File: src/rtl/fire_sched_pkg.sv
// Shared types and helpers for the fire scheduler: FSM state enum, the IDLE index,
// and the round-robin search used by the pickers.
package fire_sched_pkg;

  typedef enum logic [1:0] {
    INIT  = 2'd0,
    RUN   = 2'd1,
    QUIET = 2'd2
  } state_t;

  // Upper bound on N_SIGNALS supported by next_excited's fixed-width vector.
  localparam int unsigned MAX_SIGNALS = 64;

  function automatic int unsigned idle_idx(input int unsigned n);
    return n;
  endfunction

  // First set bit of vec[n-1:0] scanning upward from ptr+1 with wrap; n if none.
  // ptr must be < n.
  function automatic int unsigned next_excited(input logic [MAX_SIGNALS-1:0] vec,
                                               input int unsigned ptr,
                                               input int unsigned n);
    int unsigned idx;
    logic        found;
    next_excited = n;
    found        = 1'b0;
    for (int unsigned k = 1; k <= n; k++) begin
      idx = ptr + k;
      if (idx >= n) idx = idx - n;
      if (!found && vec[idx[5:0]]) begin
        found        = 1'b1;
        next_excited = idx;
      end
    end
  endfunction

endpackage

File: src/rtl/fire_rr_pick.sv
// Combinational rotate/priority pick: first set bit of vec after ptr (wrapping).
// With ptr = N_SIGNALS-1 it degenerates to a lowest-index pick.
module fire_rr_pick
  import fire_sched_pkg::*;
#(
  parameter int unsigned N_SIGNALS = 8,
  parameter int unsigned FIRE_BITS = $clog2(N_SIGNALS + 1)
) (
  input  logic [N_SIGNALS-1:0] vec,
  input  logic [FIRE_BITS-1:0] ptr,
  output logic                 valid,
  output logic [FIRE_BITS-1:0] index
);

  logic [MAX_SIGNALS-1:0] wide;
  int unsigned            pick;

  always_comb begin
    wide                 = '0;
    wide[N_SIGNALS-1:0]  = vec;
    pick                 = next_excited(wide, 32'(ptr), N_SIGNALS);
    valid                = (pick != idle_idx(N_SIGNALS));
    index                = FIRE_BITS'(pick);
  end

endmodule

File: src/rtl/fire_scheduler.sv
// Bounded-fair fire index scheduler: forced > choice > round-robin > IDLE.
// Optional sticky fairness monitor: define FIRE_SCHEDULER_FAIRNESS_CHECK_EN.
module fire_scheduler
  import fire_sched_pkg::*;
#(
  parameter int unsigned N_SIGNALS = 8,
  parameter int unsigned FIRE_BITS = $clog2(N_SIGNALS + 1),
  parameter int unsigned LIMIT     = 4,
  parameter int unsigned CNT_W     = $clog2(LIMIT + 1)
) (
  input  logic                 clk,
  input  logic                 reset,
  input  logic [N_SIGNALS-1:0] excited,
  input  logic [FIRE_BITS-1:0] choice,
  output logic [FIRE_BITS-1:0] fire,
  output logic                 fire_valid,
  output logic                 forced,
  output logic                 quiescent,
  output logic                 fair_err
);

  localparam logic [FIRE_BITS-1:0] IDLE     = FIRE_BITS'(idle_idx(N_SIGNALS));
  localparam logic [FIRE_BITS-1:0] LAST_IDX = FIRE_BITS'(N_SIGNALS - 1);
  localparam logic [CNT_W-1:0]     CNT_MAX  = CNT_W'(LIMIT);

  state_t                 state, state_nxt;
  logic [CNT_W-1:0]       wait_cnt [N_SIGNALS];
  logic [FIRE_BITS-1:0]   last_fire;
  logic [N_SIGNALS-1:0]   starved, fire_hot;
  logic                   force_valid, rr_valid, choice_ok;
  logic [FIRE_BITS-1:0]   force_idx, rr_idx;

  always_comb begin
    starved   = '0;
    choice_ok = 1'b0;
    for (int unsigned i = 0; i < N_SIGNALS; i++) begin
      starved[i] = excited[i] && (wait_cnt[i] == CNT_MAX);
      if (choice == FIRE_BITS'(i) && excited[i]) choice_ok = 1'b1;
    end
  end

  fire_rr_pick #(.N_SIGNALS(N_SIGNALS), .FIRE_BITS(FIRE_BITS)) u_force_pick (
    .vec   (starved),
    .ptr   (LAST_IDX),
    .valid (force_valid),
    .index (force_idx)
  );

  fire_rr_pick #(.N_SIGNALS(N_SIGNALS), .FIRE_BITS(FIRE_BITS)) u_rr_pick (
    .vec   (excited),
    .ptr   (last_fire),
    .valid (rr_valid),
    .index (rr_idx)
  );

  always_comb begin
    state_nxt = state;
    fire      = IDLE;
    forced    = 1'b0;
    case (state)
      INIT:    state_nxt = RUN;
      RUN:     if (excited == '0) state_nxt = QUIET;
      QUIET:   if (excited != '0) state_nxt = RUN;
      default: state_nxt = INIT;
    endcase
    // reset is sampled here too so fire drops to IDLE the instant reset asserts
    if (reset && state != INIT) begin
      if (force_valid) begin
        fire   = force_idx;
        forced = 1'b1;
      end else if (choice_ok) begin
        fire = choice;
      end else if (rr_valid) begin
        fire = rr_idx;
      end
    end
  end

  assign fire_valid = (fire != IDLE);

  always_comb begin
    fire_hot = '0;
    for (int unsigned i = 0; i < N_SIGNALS; i++)
      fire_hot[i] = fire_valid && (fire == FIRE_BITS'(i));
  end

  always_ff @(posedge clk or negedge reset) begin
    if (!reset) begin
      state     <= INIT;
      last_fire <= LAST_IDX;
      quiescent <= 1'b0;
      for (int unsigned i = 0; i < N_SIGNALS; i++) wait_cnt[i] <= '0;
    end else begin
      state     <= state_nxt;
      quiescent <= (state != INIT) && (excited == '0);
      if (fire_valid) last_fire <= fire;
      for (int unsigned i = 0; i < N_SIGNALS; i++) begin
        if (!excited[i] || fire_hot[i])  wait_cnt[i] <= '0;
        else if (wait_cnt[i] != CNT_MAX) wait_cnt[i] <= wait_cnt[i] + 1'b1;
      end
    end
  end

`ifdef FIRE_SCHEDULER_FAIRNESS_CHECK_EN
  localparam int unsigned          AGE_W   = $clog2(LIMIT + N_SIGNALS + 1);
  localparam logic [AGE_W-1:0]     AGE_MAX = AGE_W'(LIMIT + N_SIGNALS - 1);

  logic [AGE_W-1:0] age [N_SIGNALS];
  logic             starve_err, ghost_err;

  always_comb begin
    starve_err = 1'b0;
    ghost_err  = 1'b0;
    for (int unsigned i = 0; i < N_SIGNALS; i++) begin
      if (excited[i] && !fire_hot[i] && age[i] >= AGE_MAX) starve_err = 1'b1;
      if (fire_hot[i] && !excited[i])                      ghost_err  = 1'b1;
    end
  end

  always_ff @(posedge clk or negedge reset) begin
    if (!reset) begin
      fair_err <= 1'b0;
      for (int unsigned i = 0; i < N_SIGNALS; i++) age[i] <= '0;
    end else begin
      assert (!(starve_err || ghost_err));
      if (starve_err || ghost_err) fair_err <= 1'b1;
      for (int unsigned i = 0; i < N_SIGNALS; i++) begin
        if (!excited[i] || fire_hot[i]) age[i] <= '0;
        else if (age[i] != AGE_MAX)     age[i] <= age[i] + 1'b1;
      end
    end
  end
`else
  assign fair_err = 1'b0;
`endif

endmodule

File: config.mk
export PLATFORM = sky130hd
export DESIGN_NAME = fire_scheduler
export DESIGN_NICKNAME = d
export VERILOG_FILES = /design/src/rtl/fire_sched_pkg.sv /design/src/rtl/fire_rr_pick.sv /design/src/rtl/fire_scheduler.sv
export SDC_FILE = /design/constraint.sdc
export NUM_CORES = 1
export LEC_CHECK = 0
export ABC_AREA = 1
export CORE_MARGIN = 4
export CORE_UTILIZATION = 55
export DETAILED_ROUTE_END_ITERATION = 6
export PLACE_DENSITY = 0.81
export SYNTH_ARGS = -nofsm -noshare
export SYNTH_HDL_FRONTEND = slang
export SYNTH_SLANG_ARGS = --single-unit
export TNS_END_PERCENT = 50
File: constraint.sdc
create_clock -name clk -period 4 [get_ports clk]
set_clock_uncertainty 0.1 [all_clocks]
set_input_delay 1.2 -clock clk [delete_from_list [all_inputs] [get_ports clk]]
set_output_delay 1.2 -clock clk [all_outputs]
set_load 0.01 [all_outputs]
==> out/metrics.yaml <==
cts_buffers: 5
yosys.area.top_type: "dfrtp_1"
syn_to_final_growth_pct: 55.28
syn_nets: 514
gp_congestion: 0.9479
num_vias: 4739
async_reset_ff_share_pct: 100.0
first_pass_iters: 7
synth_area_um2: 3248
yosys_register_bits: 31
synth_top_area_share_pct: 21.57
fp.dieArea_um2: 7200
hold_path.class: "register to register"
status: "complete, but fails checks"
synth_edf_count: 0
start_kind: "register"
clockBufferDepth: 2
place_area_um2: 4119
finalCritPeriodShare_pct: 125.0
cts_sinks: 31
die_x_um: 84.85
fin_crit_ns: 4.999
grt_use_met1_pct: 35.16
postLayoutCellArea_um2: 5044
crit_fanout: 4
dp.cells: 635
start_util_pct: 57.92
pin_count: 22
drv_cap: 0
ys_top_cells_by_area: "dfrtp_1, nand2_1, ha_1, inv_1, nand3_1"
dp_hpwl_mm: 7.575
rows: 27
io_buffers: 20
finalSetupViolCount: 22
timing.final.ws_setup_ns: -0.9985
violations: "DRC, setup timing"
final_nets: 657
wl_per_cell_um: 25.15
vias_per_cell: 6.949
grt_max_degree: 32
cts_root_buf: "clkbuf_8"
clkLatencyLatePin_ns: 0.30
drive_above_1_share_pct: 47.87
synth_warnings: 0
drc: 13
final_util_pct: 89.94
crit_arrival_ns: 3.70
grt.total_usage_pct: 33.34
grt_overflow: 0
met3_usage_pct: 6.214
hold_buffers: 0
cp.required_ns: 2.70
die_h_um: 84.85
critPathCaptureType: "primary output"
grt_pass1_vias: 4295
busiest_layer: "met2"
grt_pass1_wl_mm: 19.37
finalHoldViolations: 0
use_met2_pct: 59.57
routed_wl_mm: 17.15
syn_area_per_cell_um2: 6.970
drt_iter0_drc: 793
path_clk_slew_ns: 0.07
ys.flop_type: "dfrtp_1"
fin_cells: 682
antenna_found_initial: 0
worstSetupPathType: "register to primary output"
core_area_um2: 5608
final_max_slew_viol_count: 0
grt_setup_unrepaired: "true"
ys_seq_area_share_pct: 24.00
antennaDiodeCount: 0
ant_nets: 0
syn-instance-count: 466
ys_types: 45
h-tree-depth: 2
timing.fmax_ghz: 0.2001
cts_tree: "done"
[what timing repair did]
item / CTS / global route
resized for setup: 78 / 109
setup endpoints to repair: 6 / 18
setup buffers: 27 / 15
pin swaps: 26 / 53
[layout make-up]
type	count	area [um^2]
clock buffer	6	82.58
clock inverter	2	35.03
fill	211	564.3
inverter	71	276.5
multi-input combinational	358	2639
sequential	31	779.5
tap	72	90.09
timing repair buffer	142	1141
[flip-flops by register name, indices dropped and copies added (netlist names)]
signal	cells
last_fire	4
wait_cnt	24
state	2
quiescent	1
[synthesized netlist by cell type (all sizes together) (2+ instances only)]
library cell and instances:
dfrtp 28, nor2 48, ha 34, o31ai 2, xor2 10, a211oi 2, nand3 45, buf 6
nand3b 3, dfstp 3, mux2i 4, inv 71, nand2 132, a21oi 19, nand4 12, xnor2 4
nor4 2, or2 2, o211ai 3, o21ai 23, nor3 8
[through the flow]
step	setup slack, ns	TNS [ns]	hold WS (ns)
5_1_grt	-1.211	-18.97	0.4282
6_report	-0.9985	-13.22	0.4055
4_1_cts	-0.4023	-4.150	0.3835
3_3_place_gp	-0.9724	-5.417	0.3531
2_1_floorplan	0.007152	0	0.3376
3_5_place_dp	-1.047	-5.803	0.3750
[worst max-delay path, cell delays in order (launching register included)]
cell and delay (ns):
dfstp_2 0.60, buf_4 0.17, ha_2 0.34, buf_4 0.19, xnor2_1 0.21, nand3_2 0.24
nand2_2 0.20, nand2_4 0.10, buf_4 0.15, nand3_1 0.12, nand3_1 0.13, nor2_1 0.16
nand3_2 0.14, nor2_1 0.21, nand2_1 0.10, nand2_2 0.11, a21oi_4 0.08, buf_6 0.14
[routing by layer]
| metal | vias up | share of wire, % |
|---|---|---|
| met1 | 2094 | 30 |
| met2 | 580 | 44 |
| li1 | 1785 | - |
| met4 | 0 | 12 |
| met3 | 280 | 14 |
| met5 | - | 0 |
[final timing paths]
kind	start	end	slack (ns)	cells after the start
worst min register to register	state[0]	state[0]	0.41	1
worst max-delay path	last_fire[0]	fire[2]	-1.0	17
max in group asynchronous	reset	last_fire[1]	2.18	2
worst max register to register	last_fire[0]	wait_cnt[17]	-0.75	29
worst min-delay path	state[0]	state[0]	0.41	1
min in group asynchronous	reset	wait_cnt[5]	1.27	2
[cells by family after synthesis]
| logic type | Yosys count | share of synthesized area (%) |
|---|---|---|
| AO/OA/AOI/OAI | 52 | 10.02 |
| multiplexers | 4 | 1.233 |
| AND/OR/NAND/NOR | 253 | 37.67 |
| other | 1 | 0.1155 |
| adder cells (fa/ha/maj) | 34 | 13.10 |
| flip-flops | 31 | 24.00 |
| XOR/XNOR | 14 | 4.006 |
| buffers and inverters | 77 | 9.861 |
[layout by cell type (no fill, tap or decap), drive strengths merged, types with 3 or more instances in the layout]
master	n
xnor2	4
inv	71
xor2	10
clkdlybuf4s50	5
clkbuf	8
nor3	8
ha	34
buf	130
a21oi	19
nand3b	3
nand2	132
nand3	45
o21ai	23
dfrtp	28
mux2i	4
nand4	12
dfstp	3
nor2	48
o211ai	3
Power is left out: the tool's default activity adds up to more than one toggle a clock period on the data nets, which glitch-free logic cannot reach.
